## config.mk

```make
export PLATFORM = sky130hd
export DESIGN_NAME = uart_stream_bridge
export DESIGN_NICKNAME = d
export VERILOG_FILES = /design/src/rtl/uart_stream_bridge.sv
export SDC_FILE = /design/constraint.sdc
export NUM_CORES = 1
export LEC_CHECK = 0
export ABC_AREA = 1
export CAP_MARGIN = 20
export CORE_AREA = 2 2 181 130
export CTS_BUF_LIST = sky130_fd_sc_hd__clkbuf_8
export DETAILED_ROUTE_END_ITERATION = 8
export DIE_AREA = 0 0 183 132
export PLACE_DENSITY = 0.85
export SYNTH_ARGS = -nofsm -noshare
export SYNTH_HDL_FRONTEND = slang
export SYNTH_HIERARCHICAL = 1
export SYNTH_SLANG_ARGS = --single-unit
```

## constraint.sdc

```tcl
create_clock -name avc_c1_clk -period 3.9 [get_ports avc_c1_clk]
set_input_delay 0.585 -clock avc_c1_clk [delete_from_list [all_inputs] [get_ports avc_c1_clk]]
set_output_delay 0.585 -clock avc_c1_clk [all_outputs]
set_load 0.05 [all_outputs]
```

## src/rtl/uart_stream_bridge.sv

```systemverilog
// rtl/uart_stream_bridge.sv - Avalon master that turns a 16550 UART into a pair of byte streams
//
// Ports:
//   avc_c1_clk, avc_c1_reset       clock, synchronous active-high reset
//   avm_m1_address/writedata       register byte address (index << 2) and write data
//   avm_m1_write/read              command strobes, held while avm_m1_waitrequest is high
//   avm_m1_readdata                read data, valid the cycle after the accepted read
//   tx_data/tx_valid/tx_ready      inbound byte stream (to the UART transmitter)
//   rx_data/rx_valid/rx_ready      outbound byte stream (from the UART receiver)
//   init_done                      UART programming complete
//   rx_overrun                     sticky: LSR.OE seen or received data stalled in the UART
//   uart_irq                       UART interrupt, only used with UART_BRIDGE_IRQ_EN
//
// Build option: define UART_BRIDGE_IRQ_EN to poll on uart_irq / pending TX data
// instead of the free-running POLL_GAP timer.

module uart_stream_bridge_fifo #(
  parameter int DEPTH = 16
) (
  input  logic       clk,
  input  logic       reset,
  input  logic       push,
  input  logic [7:0] push_data,
  input  logic       pop,
  output logic [7:0] head,
  output logic       full,
  output logic       empty,
  output logic       last
);
  localparam int AW = $clog2(DEPTH);

  logic [7:0]    mem [DEPTH];
  logic [AW-1:0] wr_ptr;
  logic [AW-1:0] rd_ptr;
  logic [AW:0]   count;

  always_ff @(posedge clk) begin
    if (push) mem[wr_ptr] <= push_data;
  end

  // Pointers are AW bits wide so they wrap modulo DEPTH on their own.
  always_ff @(posedge clk) begin
    if (reset) begin
      wr_ptr <= '0;
      rd_ptr <= '0;
      count  <= '0;
    end else begin
      if (push) wr_ptr <= wr_ptr + 1'b1;
      if (pop)  rd_ptr <= rd_ptr + 1'b1;
      if (push && !pop)      count <= count + 1'b1;
      else if (pop && !push) count <= count - 1'b1;
    end
  end

  assign head  = mem[rd_ptr];
  assign full  = (count == (AW+1)'(DEPTH));
  assign empty = (count == '0);
  assign last  = (count == (AW+1)'(1));
endmodule

module uart_stream_bridge #(
  parameter logic [15:0] DIVISOR    = 16'd27,
  parameter logic [7:0]  LCR_VALUE  = 8'h03,
  parameter logic [7:0]  FCR_VALUE  = 8'h07,
  parameter int          FIFO_DEPTH = 16,
  parameter int          TX_BURST   = 16,
  parameter int          POLL_GAP   = 4
) (
  input  logic       avc_c1_clk,
  input  logic       avc_c1_reset,
  output logic [4:0] avm_m1_address,
  output logic [7:0] avm_m1_writedata,
  output logic       avm_m1_write,
  output logic       avm_m1_read,
  input  logic [7:0] avm_m1_readdata,
  input  logic       avm_m1_waitrequest,
  input  logic [7:0] tx_data,
  input  logic       tx_valid,
  output logic       tx_ready,
  output logic [7:0] rx_data,
  output logic       rx_valid,
  input  logic       rx_ready,
  output logic       init_done,
  output logic       rx_overrun,
  input  logic       uart_irq
);
  localparam int GAP_LAST = (POLL_GAP > 0) ? POLL_GAP - 1 : 0;
  localparam int BW       = $clog2(TX_BURST + 1);

  typedef enum logic [3:0] {
    INIT_LCR1, INIT_DLL, INIT_DLM, INIT_LCR2, INIT_FCR,
    GAP, POLL, LSR_WAIT, RD_RBR, RBR_WAIT, WR_THR
  } state_t;

  state_t        state, state_n, gap_entry;
  logic          run;
  logic [15:0]   gap_cnt;
  logic [BW-1:0] burst_cnt;
  logic          gap_expire;
  logic          cmd_wr, cmd_rd;
  logic [4:0]    cmd_addr;
  logic [7:0]    cmd_data;
  logic          accepted;
  logic          set_ovr;
  logic          rx_push, rx_pop, rx_full, rx_empty, rx_unused_last;
  logic          tx_push, tx_pop, tx_full, tx_empty, tx_last;
  logic [7:0]    tx_head;

  assign tx_ready = !tx_full;
  assign tx_push  = tx_valid && !tx_full;
  assign rx_valid = !rx_empty;
  assign rx_pop   = !rx_empty && rx_ready;

  uart_stream_bridge_fifo #(.DEPTH(FIFO_DEPTH)) u_tx_fifo (
    .clk(avc_c1_clk), .reset(avc_c1_reset), .push(tx_push), .push_data(tx_data),
    .pop(tx_pop), .head(tx_head), .full(tx_full), .empty(tx_empty), .last(tx_last)
  );

  uart_stream_bridge_fifo #(.DEPTH(FIFO_DEPTH)) u_rx_fifo (
    .clk(avc_c1_clk), .reset(avc_c1_reset), .push(rx_push), .push_data(avm_m1_readdata),
    .pop(rx_pop), .head(rx_data), .full(rx_full), .empty(rx_empty), .last(rx_unused_last)
  );

`ifdef UART_BRIDGE_IRQ_EN
  logic tx_tried;

  // tx_tried: a THR burst was attempted since the UART last reported THRE=0.
  always_ff @(posedge avc_c1_clk) begin
    if (avc_c1_reset)                                      tx_tried <= 1'b0;
    else if (state == LSR_WAIT && !avm_m1_readdata[5])     tx_tried <= 1'b0;
    else if (state == WR_THR)                              tx_tried <= 1'b1;
  end

  assign gap_entry  = GAP;
  assign gap_expire = uart_irq || (!tx_empty && !tx_tried) || (gap_cnt == 16'd1023);
`else
  logic unused_irq;
  assign unused_irq = uart_irq;
  // A zero gap skips the GAP state entirely.
  assign gap_entry  = (POLL_GAP == 0) ? POLL : GAP;
  assign gap_expire = (gap_cnt == 16'(GAP_LAST));
`endif

  // Command decode from the current state; run keeps every strobe low in the
  // cycle straight out of reset so nothing is driven while reset is asserted.
  always_comb begin
    cmd_wr   = 1'b0;
    cmd_rd   = 1'b0;
    cmd_addr = 5'h00;
    cmd_data = 8'h00;
    case (state)
      INIT_LCR1: begin cmd_wr = 1'b1; cmd_addr = 5'h0C; cmd_data = LCR_VALUE | 8'h80; end
      INIT_DLL:  begin cmd_wr = 1'b1; cmd_addr = 5'h00; cmd_data = DIVISOR[7:0];      end
      INIT_DLM:  begin cmd_wr = 1'b1; cmd_addr = 5'h04; cmd_data = DIVISOR[15:8];     end
      INIT_LCR2: begin cmd_wr = 1'b1; cmd_addr = 5'h0C; cmd_data = LCR_VALUE & 8'h7F; end
      INIT_FCR:  begin cmd_wr = 1'b1; cmd_addr = 5'h08; cmd_data = FCR_VALUE;         end
      POLL:      begin cmd_rd = 1'b1; cmd_addr = 5'h14;                               end
      RD_RBR:    begin cmd_rd = 1'b1; cmd_addr = 5'h00;                               end
      WR_THR:    begin cmd_wr = 1'b1; cmd_addr = 5'h00; cmd_data = tx_head;           end
      default: ;
    endcase
  end

  assign avm_m1_write     = run && cmd_wr;
  assign avm_m1_read      = run && cmd_rd;
  assign avm_m1_address   = run ? cmd_addr : 5'h00;
  assign avm_m1_writedata = run ? cmd_data : 8'h00;
  assign accepted         = (avm_m1_write || avm_m1_read) && !avm_m1_waitrequest;

  always_comb begin
    state_n = state;
    rx_push = 1'b0;
    tx_pop  = 1'b0;
    set_ovr = 1'b0;
    case (state)
      INIT_LCR1: if (accepted) state_n = INIT_DLL;
      INIT_DLL:  if (accepted) state_n = INIT_DLM;
      INIT_DLM:  if (accepted) state_n = INIT_LCR2;
      INIT_LCR2: if (accepted) state_n = INIT_FCR;
      INIT_FCR:  if (accepted) state_n = gap_entry;
      GAP:       if (gap_expire) state_n = POLL;
      POLL:      if (accepted) state_n = LSR_WAIT;
      LSR_WAIT: begin
        if (avm_m1_readdata[1]) set_ovr = 1'b1;
        if (avm_m1_readdata[0] && !rx_full) begin
          state_n = RD_RBR;
        end else begin
          // Data waiting in the UART but nowhere to put it: flag and move on to TX.
          if (avm_m1_readdata[0]) set_ovr = 1'b1;
          if (avm_m1_readdata[5] && !tx_empty) state_n = WR_THR;
          else                                 state_n = gap_entry;
        end
      end
      RD_RBR:    if (accepted) state_n = RBR_WAIT;
      RBR_WAIT: begin
        rx_push = 1'b1;
        state_n = POLL;
      end
      WR_THR: begin
        if (accepted) begin
          tx_pop = 1'b1;
          if (burst_cnt == BW'(TX_BURST - 1) || (tx_last && !tx_push)) state_n = gap_entry;
        end
      end
      default: state_n = INIT_LCR1;
    endcase
  end

  always_ff @(posedge avc_c1_clk) begin
    if (avc_c1_reset) begin
      state      <= INIT_LCR1;
      run        <= 1'b0;
      init_done  <= 1'b0;
      rx_overrun <= 1'b0;
      gap_cnt    <= '0;
      burst_cnt  <= '0;
    end else begin
      state     <= state_n;
      run       <= 1'b1;
      gap_cnt   <= (state == GAP) ? gap_cnt + 16'd1 : 16'd0;
      burst_cnt <= (state == WR_THR) ? burst_cnt + BW'(accepted) : '0;
      if (state == INIT_FCR && accepted) init_done  <= 1'b1;
      if (set_ovr)                       rx_overrun <= 1'b1;
    end
  end
endmodule

```

==> flow_metrics.py, run 1 <==
metrics = {
    "floorplanning": {
        "rows": 46,
        "fp.coreArea_mm2": 0.0223,
        "start_util": 0.643,
        "die_area_mm2": 0.0242,
        "die_h_um": 132,
        "ios": 49,
        "die_w_um": 183,
    },
    "detailed_routing": {
        "wl_met3_um": 3290,
        "routed.top_layer": "met4",
        "drt-met1-wl_um": 13400,
        "finalWirelength_um": 31600,
        "drt-vias-per-instance": 5.50,
        "drtPass1Iterations": 5,
        "drt_iter0_markers": 1133,
        "route.met2.wl_um": 14200,
        "ant_nets": 0,
        "routedWlPerCell_um": 16.5,
        "drc_errors": 0,
        "via_count": 10600,
    },
    "grt": {
        "grt_max_degree": 65,
        "overflow": 0,
        "grt_first_pass_wirelength_um": 50800,
        "antenna_found_initial": 0,
        "grt_pass1_vias": 10000,
        "grt_usage": 0.265,
    },
    "timing": {
        "slew_viol_final": 0,
        "max_freq_ghz": 0.269,
        "skew_ns": 0.0250,
        "timing.final.ws_setup_ns": 0.176,
        "rsz0062_at_grt": "false",
        "tightestPinTransition_ns": 1.11,
        "post-route-min-period_ns": 3.72,
        "min_period_over_period": 0.955,
        "setup_viol": 0,
        "hold_viol_final": 0,
        "slew_headroom": 0.260,
        "fin_hold_ws_ns": 0.446,
        "tns_ns": 0,
    },
    "logic_synthesis": {
        "netlist_area_mm2": 0.0144,
        "synth_cells": 1535,
        "postSynthAreaPerCell_um2": 9.36,
        "ys_warn_count": 6,
    },
    "clock_network": {
        "cts-hold-fix-buffers": 0,
        "post_cts_resized": 0,
        "numCtsBuffers": 48,
        "path_clk_slew_ns": 0.06,
        "cts.sinks": 318,
        "post_cts_buffers": 0,
        "cts_root_buffer": "clkbuf_8",
        "max-clock-path-buffers": 3,
        "ctsHtreeMaxLevel": 2,
        "cts_tree": "built",
        "clock_latency_ns": 0.57,
    },
    "power": {
        "power.leakage_uw": 0.00678,
        "vdd_drop_max_uv": 553,
        "p_per_area_mw_per_mm2": 539,
        "p_total_uw": 8530,
    },
    "critical_path": {
        "reg2reg_depth": 16,
        "cp.required_ns": 3.31,
        "timing.critical_path.to_type": "output pin",
        "cp_data_arrival_time_ns": 3.14,
        "cp-start-kind": "flip-flop",
        "critPathKind": "reg -> out",
        "crit_fanout": 64,
    },
    "run_status": {
        "outcome": "finished clean",
    },
    "hold_path": {
        "hold_path.class": "reg -> reg",
        "holdPathStages": 1,
    },
    "place": {
        "hpwl_um": 20100,
        "post-place-ws_ns": 0.806,
        "gp_congestion": 0.862,
        "io_buffers": 45,
    },
    "layout": {
        "drive_gt1_frac": 0.0681,
        "insertedDiodeCount": 0,
        "syn_to_final_growth_pct": 10.1,
        "fin_util": 0.708,
        "fin_nets": 1636,
        "layout_commonest_cell": "nand2_1",
        "final_cell_mix": "nand2_1 (425), inv_1 (290), edfxtp_1 (256)",
    },
    "flow_run": {
        "cap_violations": 0,
    },
}
per-stage QoR:
step / cells / instance area, um^2
5_1_grt: 1917 / 15800
3_3_place_gp: 1832 / 14900
4_1_cts: 1917 / 15800
3_5_place_dp: 1832 / 14900
6_report: 1917 / 15800
2_1_floorplan: 1536 / 14400
report_power, final:
part	switching [uW]	leakage [uW]	total [uW]	internal, uW
sequential	84.3	0.00281	3850	3760
clock	1250	0.000512	2580	1320
combinational	1480	0.00346	2100	626
total	2810	0.00678	8530	5710
area by class of cell:
| class | instances | area (um^2) |
|---|---|---|
| inverters | 284 | 1070 |
| repair buffers | 60 | 561 |
| clock inverters | 35 | 205 |
| multi-input cells | 882 | 4000 |
| fillers | 1568 | 6520 |
| well taps | 288 | 360 |
| clock buffers | 50 | 688 |
| flip-flops and latches | 318 | 8930 |
critical path, stage by stage (launching register included):
cell and delay, ns:
dfxtp_2 0.33, buf_4 0.55, nand2_1 0.12, nand2_1 0.10
nand2_1 0.06, nand3_1 0.09, nand3_1 0.17, nand2_1 0.12
inv_1 0.04, a21oi_1 0.14, clkdlybuf4s50_1 0.82
metal layers:
metal | track usage | vias up
li1 | - | 5047
met1 | 0.388 | 4877
met2 | 0.413 | 550
met3 | 0.0517 | 78
met4 | 0.0684 | 0
met5 | 0 | -
final timing paths:
| kind | startpoint | to | slack (ns) |
|---|---|---|---|
| setup reg to reg | state[3] | u_tx_fifo/count[3] | 1.03 |
| setup / recovery | flip-flop | avm_m1_writedata[1] | 0.18 |
| hold reg to reg | gap_cnt[0] | gap_cnt[0] | 0.45 |
| hold / removal | gap_cnt[0] | gap_cnt[0] | 0.45 |
registers in the layout, summed over array words and instances (netlist names), 5 cells and up, named ones only:
name             cells
burst_cnt            5
gap_cnt             16
u_tx_fifo/count      5
u_rx_fifo/mem      128
u_tx_fifo/mem      128
u_rx_fifo/count      5
Power figures use the tool's default switching activity.
==> inputs of run 2 (changes only) <==
--- a/config.mk
+++ b/config.mk
@@ -7,11 +7,13 @@
 export LEC_CHECK = 0
 export ABC_AREA = 1
 export CAP_MARGIN = 20
-export CORE_AREA = 2 2 181 130
+export CELL_PAD_IN_SITES_DETAIL_PLACEMENT = 1
+export CELL_PAD_IN_SITES_GLOBAL_PLACEMENT = 1
+export CORE_AREA = 2 2 199 142
 export CTS_BUF_LIST = sky130_fd_sc_hd__clkbuf_8
 export DETAILED_ROUTE_END_ITERATION = 8
-export DIE_AREA = 0 0 183 132
-export PLACE_DENSITY = 0.85
+export DIE_AREA = 0 0 201 144
+export PLACE_DENSITY = 0.89
 export SYNTH_ARGS = -nofsm -noshare
 export SYNTH_HDL_FRONTEND = slang
 export SYNTH_HIERARCHICAL = 1
==> run 2 against run 1 <==
  * Final cell count grew 4.7%
  * Routed wire length grew 40%
  * Final area grew 1.0%
  * Sequential power is essentially flat
  * First-iteration DRC count shrank 14%
  * Sequential share of layout area shrank 0.57 points
  * Hold slack gained 0.015 ns
  * Register-to-register slack lost 0.10 ns
  * Clock skew grew 0.017 ns
  * Largest power group unchanged
==> flow_metrics.py, run 2 (synthesis results as in run 1) <==
metrics = {
    "clock_network": {
        "cts.sinks": 318,
        "post_cts_buffers": 0,
        "post_cts_resized": 0,
        "max-clock-path-buffers": 3,
        "cts_tree": "built",
        "path_clk_slew_ns": 0.07,
        "cts-hold-fix-buffers": 0,
        "ctsHtreeMaxLevel": 2,
        "clock_latency_ns": 0.62,
        "numCtsBuffers": 49,
        "cts_root_buffer": "clkbuf_8",
    },
    "timing": {
        "slew_headroom": 0.249,
        "slew_viol_final": 0,
        "tightestPinTransition_ns": 1.12,
        "timing.final.ws_setup_ns": 0.140,
        "tns_ns": 0,
        "rsz0062_at_grt": "false",
        "max_freq_ghz": 0.266,
        "setup_viol": 0,
        "skew_ns": 0.0418,
        "post-route-min-period_ns": 3.76,
        "min_period_over_period": 0.964,
        "hold_viol_final": 0,
    },
    "power": {
        "p_comb_frac": 0.255,
        "pwr-share-seq": 0.438,
        "power.switching_uw": 3080,
        "vdd_drop_max_uv": 429,
        "intPower_uw": 5720,
        "p_clk_frac": 0.307,
        "swShare": 0.350,
        "power.leakage_uw": 0.00682,
        "p_total_uw": 8800,
        "p_per_area_mw_per_mm2": 551,
    },
    "floorplanning": {
        "ios": 49,
        "die_w_um": 201,
        "start_util": 0.527,
        "fp.coreArea_mm2": 0.0272,
        "rows": 51,
        "die_h_um": 144,
        "die_area_mm2": 0.0289,
    },
    "layout": {
        "syn_to_final_growth_pct": 11.3,
        "layout_commonest_cell": "nand2_1",
        "largest_registers": "u_rx_fifo/mem: 128 flops, u_tx_fifo/mem: 128 flops, gap_cnt: 16 flops",
        "fin_nets": 1638,
        "final_cell_mix": "nand2_1 (425), inv_1 (295), edfxtp_1 (256)",
        "drive_gt1_frac": 0.0660,
    },
    "grt": {
        "grt_pass1_vias": 12200,
        "grt_max_degree": 65,
        "overflow": 0,
        "grt_first_pass_wirelength_um": 68000,
        "grt_usage": 0.309,
        "antenna_found_initial": 0,
    },
    "detailed_routing": {
        "drt_iter0_markers": 969,
        "finalWirelength_um": 44300,
        "drt-vias-per-instance": 5.67,
        "via_count": 11400,
        "drc_errors": 0,
        "drtPass1Iterations": 6,
        "routedWlPerCell_um": 22.0,
        "ant_nets": 0,
    },
    "place": {
        "post-place-ws_ns": 0.791,
        "hpwl_um": 27200,
        "gp_congestion": 0.898,
        "io_buffers": 45,
    },
    "critical_path": {
        "crit_fanout": 39,
        "cp-start-kind": "flip-flop",
        "reg2reg_depth": 6,
        "cp.required_ns": 3.31,
        "cp_data_arrival_time_ns": 3.17,
        "critPathKind": "reg -> out",
        "worstReg2RegEnd": "u_rx_fifo/mem[13][5]",
        "reg2reg_from": "state[0]",
        "critPathCapture": "avm_m1_writedata[6]",
        "reg2reg_setup_slack_ns": 0.93,
        "timing.critical_path.to_type": "output pin",
    },
    "flow_run": {
        "cap_violations": 0,
    },
    "hold_path": {
        "hold_path.class": "reg -> reg",
    },
    "run_status": {
        "outcome": "finished clean",
    },
}
## run 2: per-layer routing
metal,up-vias,track usage,part of all wire
li1,5051,-,-
met1,5642,0.391,0.41
met2,562,0.519,0.48
met3,137,0.0647,0.079
met4,0,0.138,0.033
met5,-,0,0
## run 2: area by class of cell
type                       count  area, um^2
sequential                   318        8930
clock inverter                38         189
timing repair buffer          61         591
tap                          371         464
inverter                     284        1070
multi-input combinational    882        4000
clock buffer                  53         729
fill                        3121       11300
antenna                        1        2.50
## run 2: through the flow
step | cell area (um^2) | hold WS [ns] | util | cells
CTS | 16000 | 0.464 | 0.586 | 2007
finish | 16000 | 0.461 | 0.586 | 2008
global placement | 15100 | 0.431 | 0.553 | 1916
global route | 16000 | 0.492 | 0.586 | 2007
detailed placement | 15100 | 0.443 | 0.553 | 1916
floorplan | 14400 | 0.418 | - | 1536
## run 2: worst max-delay path: stages (launching register included)
cell	delay, ns
dfxtp_2	0.34
inv_2	0.25
buf_12	0.25
nand2_1	0.08
nand2_1	0.07
nand2_1	0.05
nand3_1	0.14
nand3_1	0.16
nand2_1	0.17
nand2_1	0.07
nor2_1	0.14
clkdlybuf4s50_1	0.84
## run 2: worst min path at each step
stage,startpoint,to,cells past startpoint
finish,gap_cnt[0],gap_cnt[0],1
global route,gap_cnt[0],gap_cnt[0],1
CTS,gap_cnt[0],gap_cnt[0],1
detailed placement,gap_cnt[0],gap_cnt[0],1
global placement,gap_cnt[0],gap_cnt[0],1
floorplan,gap_cnt[0],gap_cnt[0],1
## run 2: power by group through the flow
stage | Combinational, uW | Clock, uW | Sequential (uW)
5_1_grt | 2410 | 2880 | 3870
3_5_place_dp | 2160 | 0 | 3920
4_1_cts | 2220 | 2730 | 3860
2_1_floorplan | 1540 | 0 | 3900
3_3_place_gp | 2060 | 0 | 3920
6_report | 2240 | 2700 | 3860
==> inputs of run 3 (changes only) <==
--- a/config.mk
+++ b/config.mk
@@ -6,14 +6,13 @@
 export NUM_CORES = 1
 export LEC_CHECK = 0
 export ABC_AREA = 1
-export CAP_MARGIN = 20
 export CELL_PAD_IN_SITES_DETAIL_PLACEMENT = 1
 export CELL_PAD_IN_SITES_GLOBAL_PLACEMENT = 1
 export CORE_AREA = 2 2 199 142
 export CTS_BUF_LIST = sky130_fd_sc_hd__clkbuf_8
 export DETAILED_ROUTE_END_ITERATION = 8
 export DIE_AREA = 0 0 201 144
-export PLACE_DENSITY = 0.89
+export PLACE_DENSITY_LB_ADDON = 0.2
 export SYNTH_ARGS = -nofsm -noshare
 export SYNTH_HDL_FRONTEND = slang
 export SYNTH_HIERARCHICAL = 1
==> run 3 against run 2 <==
  * Die area unchanged
  * Final cell count shrank 0.40%
  * Non-clock buffer count shrank 3
  * Register-to-register slack improved by 0.13 ns
  * Total power decreased by 2.5%
  * Clock skew is 0.018 ns lower
  * Fmax grew 3.7%
  * Clock power shrank 4%
  * Routed wire length is 17% lower
  * Critical path depth fell by 4
  * Sequential share of layout area is 0.24 points higher
  * Hold slack worse by 0.0097 ns
  * Critical path type unchanged
  * Critical endpoint is now rx_data[1]
  * Largest cell class unchanged
==> flow_metrics.py, run 3 (synthesis results as in run 1) <==
metrics = {
    "floorplanning": {
        "ios": 49,
        "die_h_um": 144,
        "start_util": 0.527,
        "die_w_um": 201,
        "die_area_mm2": 0.0289,
        "fp.coreArea_mm2": 0.0272,
        "rows": 51,
    },
    "clock_network": {
        "numCtsBuffers": 50,
        "path_clk_slew_ns": 0.06,
        "cts-hold-fix-buffers": 0,
        "cts_root_buffer": "clkbuf_8",
        "post_cts_buffers": 0,
        "clock_latency_ns": 0.58,
        "cts.sinks": 318,
        "cts_tree": "built",
        "post_cts_resized": 0,
        "max-clock-path-buffers": 3,
        "ctsHtreeMaxLevel": 2,
    },
    "critical_path": {
        "slowest_delay_ns": 0.82,
        "cp_cell_sequence": "buf_4 -> inv_2 -> nand3_1 -> nand3_1 -> nand3_1 -> nand2_1 -> clkdlybuf4s50_1",
        "timing.critical_path.to_type": "output pin",
        "critPathKind": "reg -> out",
        "cp.required_ns": 3.31,
        "cp_data_arrival_time_ns": 3.04,
        "crit_fanout": 32,
        "cpLargestDelayFamily": "buffers and inverters",
        "crit_buf_inv": 3,
        "critPathMostFrequentCell": "nand3_1",
        "crit_slowest_cell": "clkdlybuf4s50_1",
        "cp-start-kind": "flip-flop",
    },
    "place": {
        "hpwl_um": 24500,
        "io_buffers": 45,
        "post-place-ws_ns": 0.926,
        "gp_congestion": 0.839,
    },
    "layout": {
        "n_fill_cell": 3125,
        "fin_nets": 1636,
        "final_cell_mix": "nand2_1 (425), inv_1 (293), edfxtp_1 (256)",
        "syn_to_final_growth_pct": 10.8,
        "multi_input_area_mm2": 0.00400,
        "insertedDiodeCount": 0,
        "drive_gt1_frac": 0.0669,
        "regArea_mm2": 0.00893,
        "largest_registers": "u_rx_fifo/mem: 128 flops, u_tx_fifo/mem: 128 flops, gap_cnt: 16 flops",
        "layout_commonest_cell": "nand2_1",
    },
    "grt": {
        "grt_max_degree": 65,
        "grt_pass1_vias": 10900,
        "grt_first_pass_wirelength_um": 57300,
        "overflow": 0,
        "grt_usage": 0.255,
        "antenna_found_initial": 0,
    },
    "timing": {
        "post-route-min-period_ns": 3.63,
        "tns_ns": 0,
        "max_freq_ghz": 0.276,
        "skew_ns": 0.0237,
        "setup_viol": 0,
        "slew_headroom": 0.324,
        "hold_viol_final": 0,
        "min_period_over_period": 0.930,
        "slew_viol_final": 0,
        "rsz0062_at_grt": "false",
        "timing.final.ws_setup_ns": 0.275,
        "tightestPinTransition_ns": 1.01,
    },
    "power": {
        "vdd_drop_max_uv": 549,
        "p_per_area_mw_per_mm2": 540,
        "power.leakage_uw": 0.00680,
    },
    "detailed_routing": {
        "ant_nets": 0,
        "finalWirelength_um": 36700,
        "drtPass1Iterations": 5,
        "drc_errors": 0,
        "drt_iter0_markers": 906,
        "via_count": 10600,
        "drt-vias-per-instance": 5.30,
        "routedWlPerCell_um": 18.4,
    },
    "run_status": {
        "outcome": "finished clean",
    },
    "hold_path": {
        "hold_path.class": "reg -> reg",
    },
    "flow_run": {
        "cap_violations": 0,
    },
}
run 3: cell count changes in the layout (fill, tap and decap cells not counted):
cell             delta
buf_12              -1
buf_4               +4
bufinv_16           -1
clkbuf_8            +4
clkdlybuf4s50_1     -6
clkinv_2            -3
diode_2             -1
inv_1               -2
inv_6               -2
run 3: final cells by class:
type                            count  share of cell area
Tap cell                          371              0.0292
Sequential cell                   318               0.561
Inverter                          284              0.0670
Clock inverter                     30             0.00747
Timing Repair Buffer               58              0.0340
Clock buffer                       57              0.0493
Multi-Input combinational cell    882               0.252
run 3: report_power, final:
part	switching [uW]	total (uW)	internal (uW)
clock	1280	2600	1320
combinational	1510	2140	627
sequential	84.6	3850	3760
total	2870	8580	5710
run 3: path summary, 6_finish.rpt:
check | from | to | slack, ns | cells past startpoint
min | gap_cnt[0] | gap_cnt[0] | 0.45 | 1
max | flip-flop | rx_data[1] | 0.27 | 7
max reg2reg | u_tx_fifo/count[0] | u_tx_fifo/mem[15][5] | 1.06 | 7
min reg2reg | gap_cnt[0] | gap_cnt[0] | 0.45 | 1
run 3: layer usage:
layer / share of wire / global-route usage / vias to the layer above
li1: - / - / 5048
met3: 0.056 / 0.0394 / 46
met4: 0.013 / 0.0667 / 0
met5: 0 / 0 / -
met1: 0.47 / 0.360 / 5225
met2: 0.46 / 0.417 / 287
run 3: stage by stage:
| step | cells | hold slack (ns) | total power, uW | util | cell area [um^2] |
|---|---|---|---|---|---|
| floorplan | 1536 | 0.418 | 5440 | - | 14400 |
| CTS | 2000 | 0.457 | 8640 | 0.584 | 15900 |
| global placement | 1913 | 0.428 | 5970 | 0.551 | 15000 |
| global route | 2000 | 0.478 | 8980 | 0.584 | 15900 |
| detailed placement | 1913 | 0.448 | 6040 | 0.551 | 15000 |
| finish | 2000 | 0.452 | 8580 | 0.584 | 15900 |
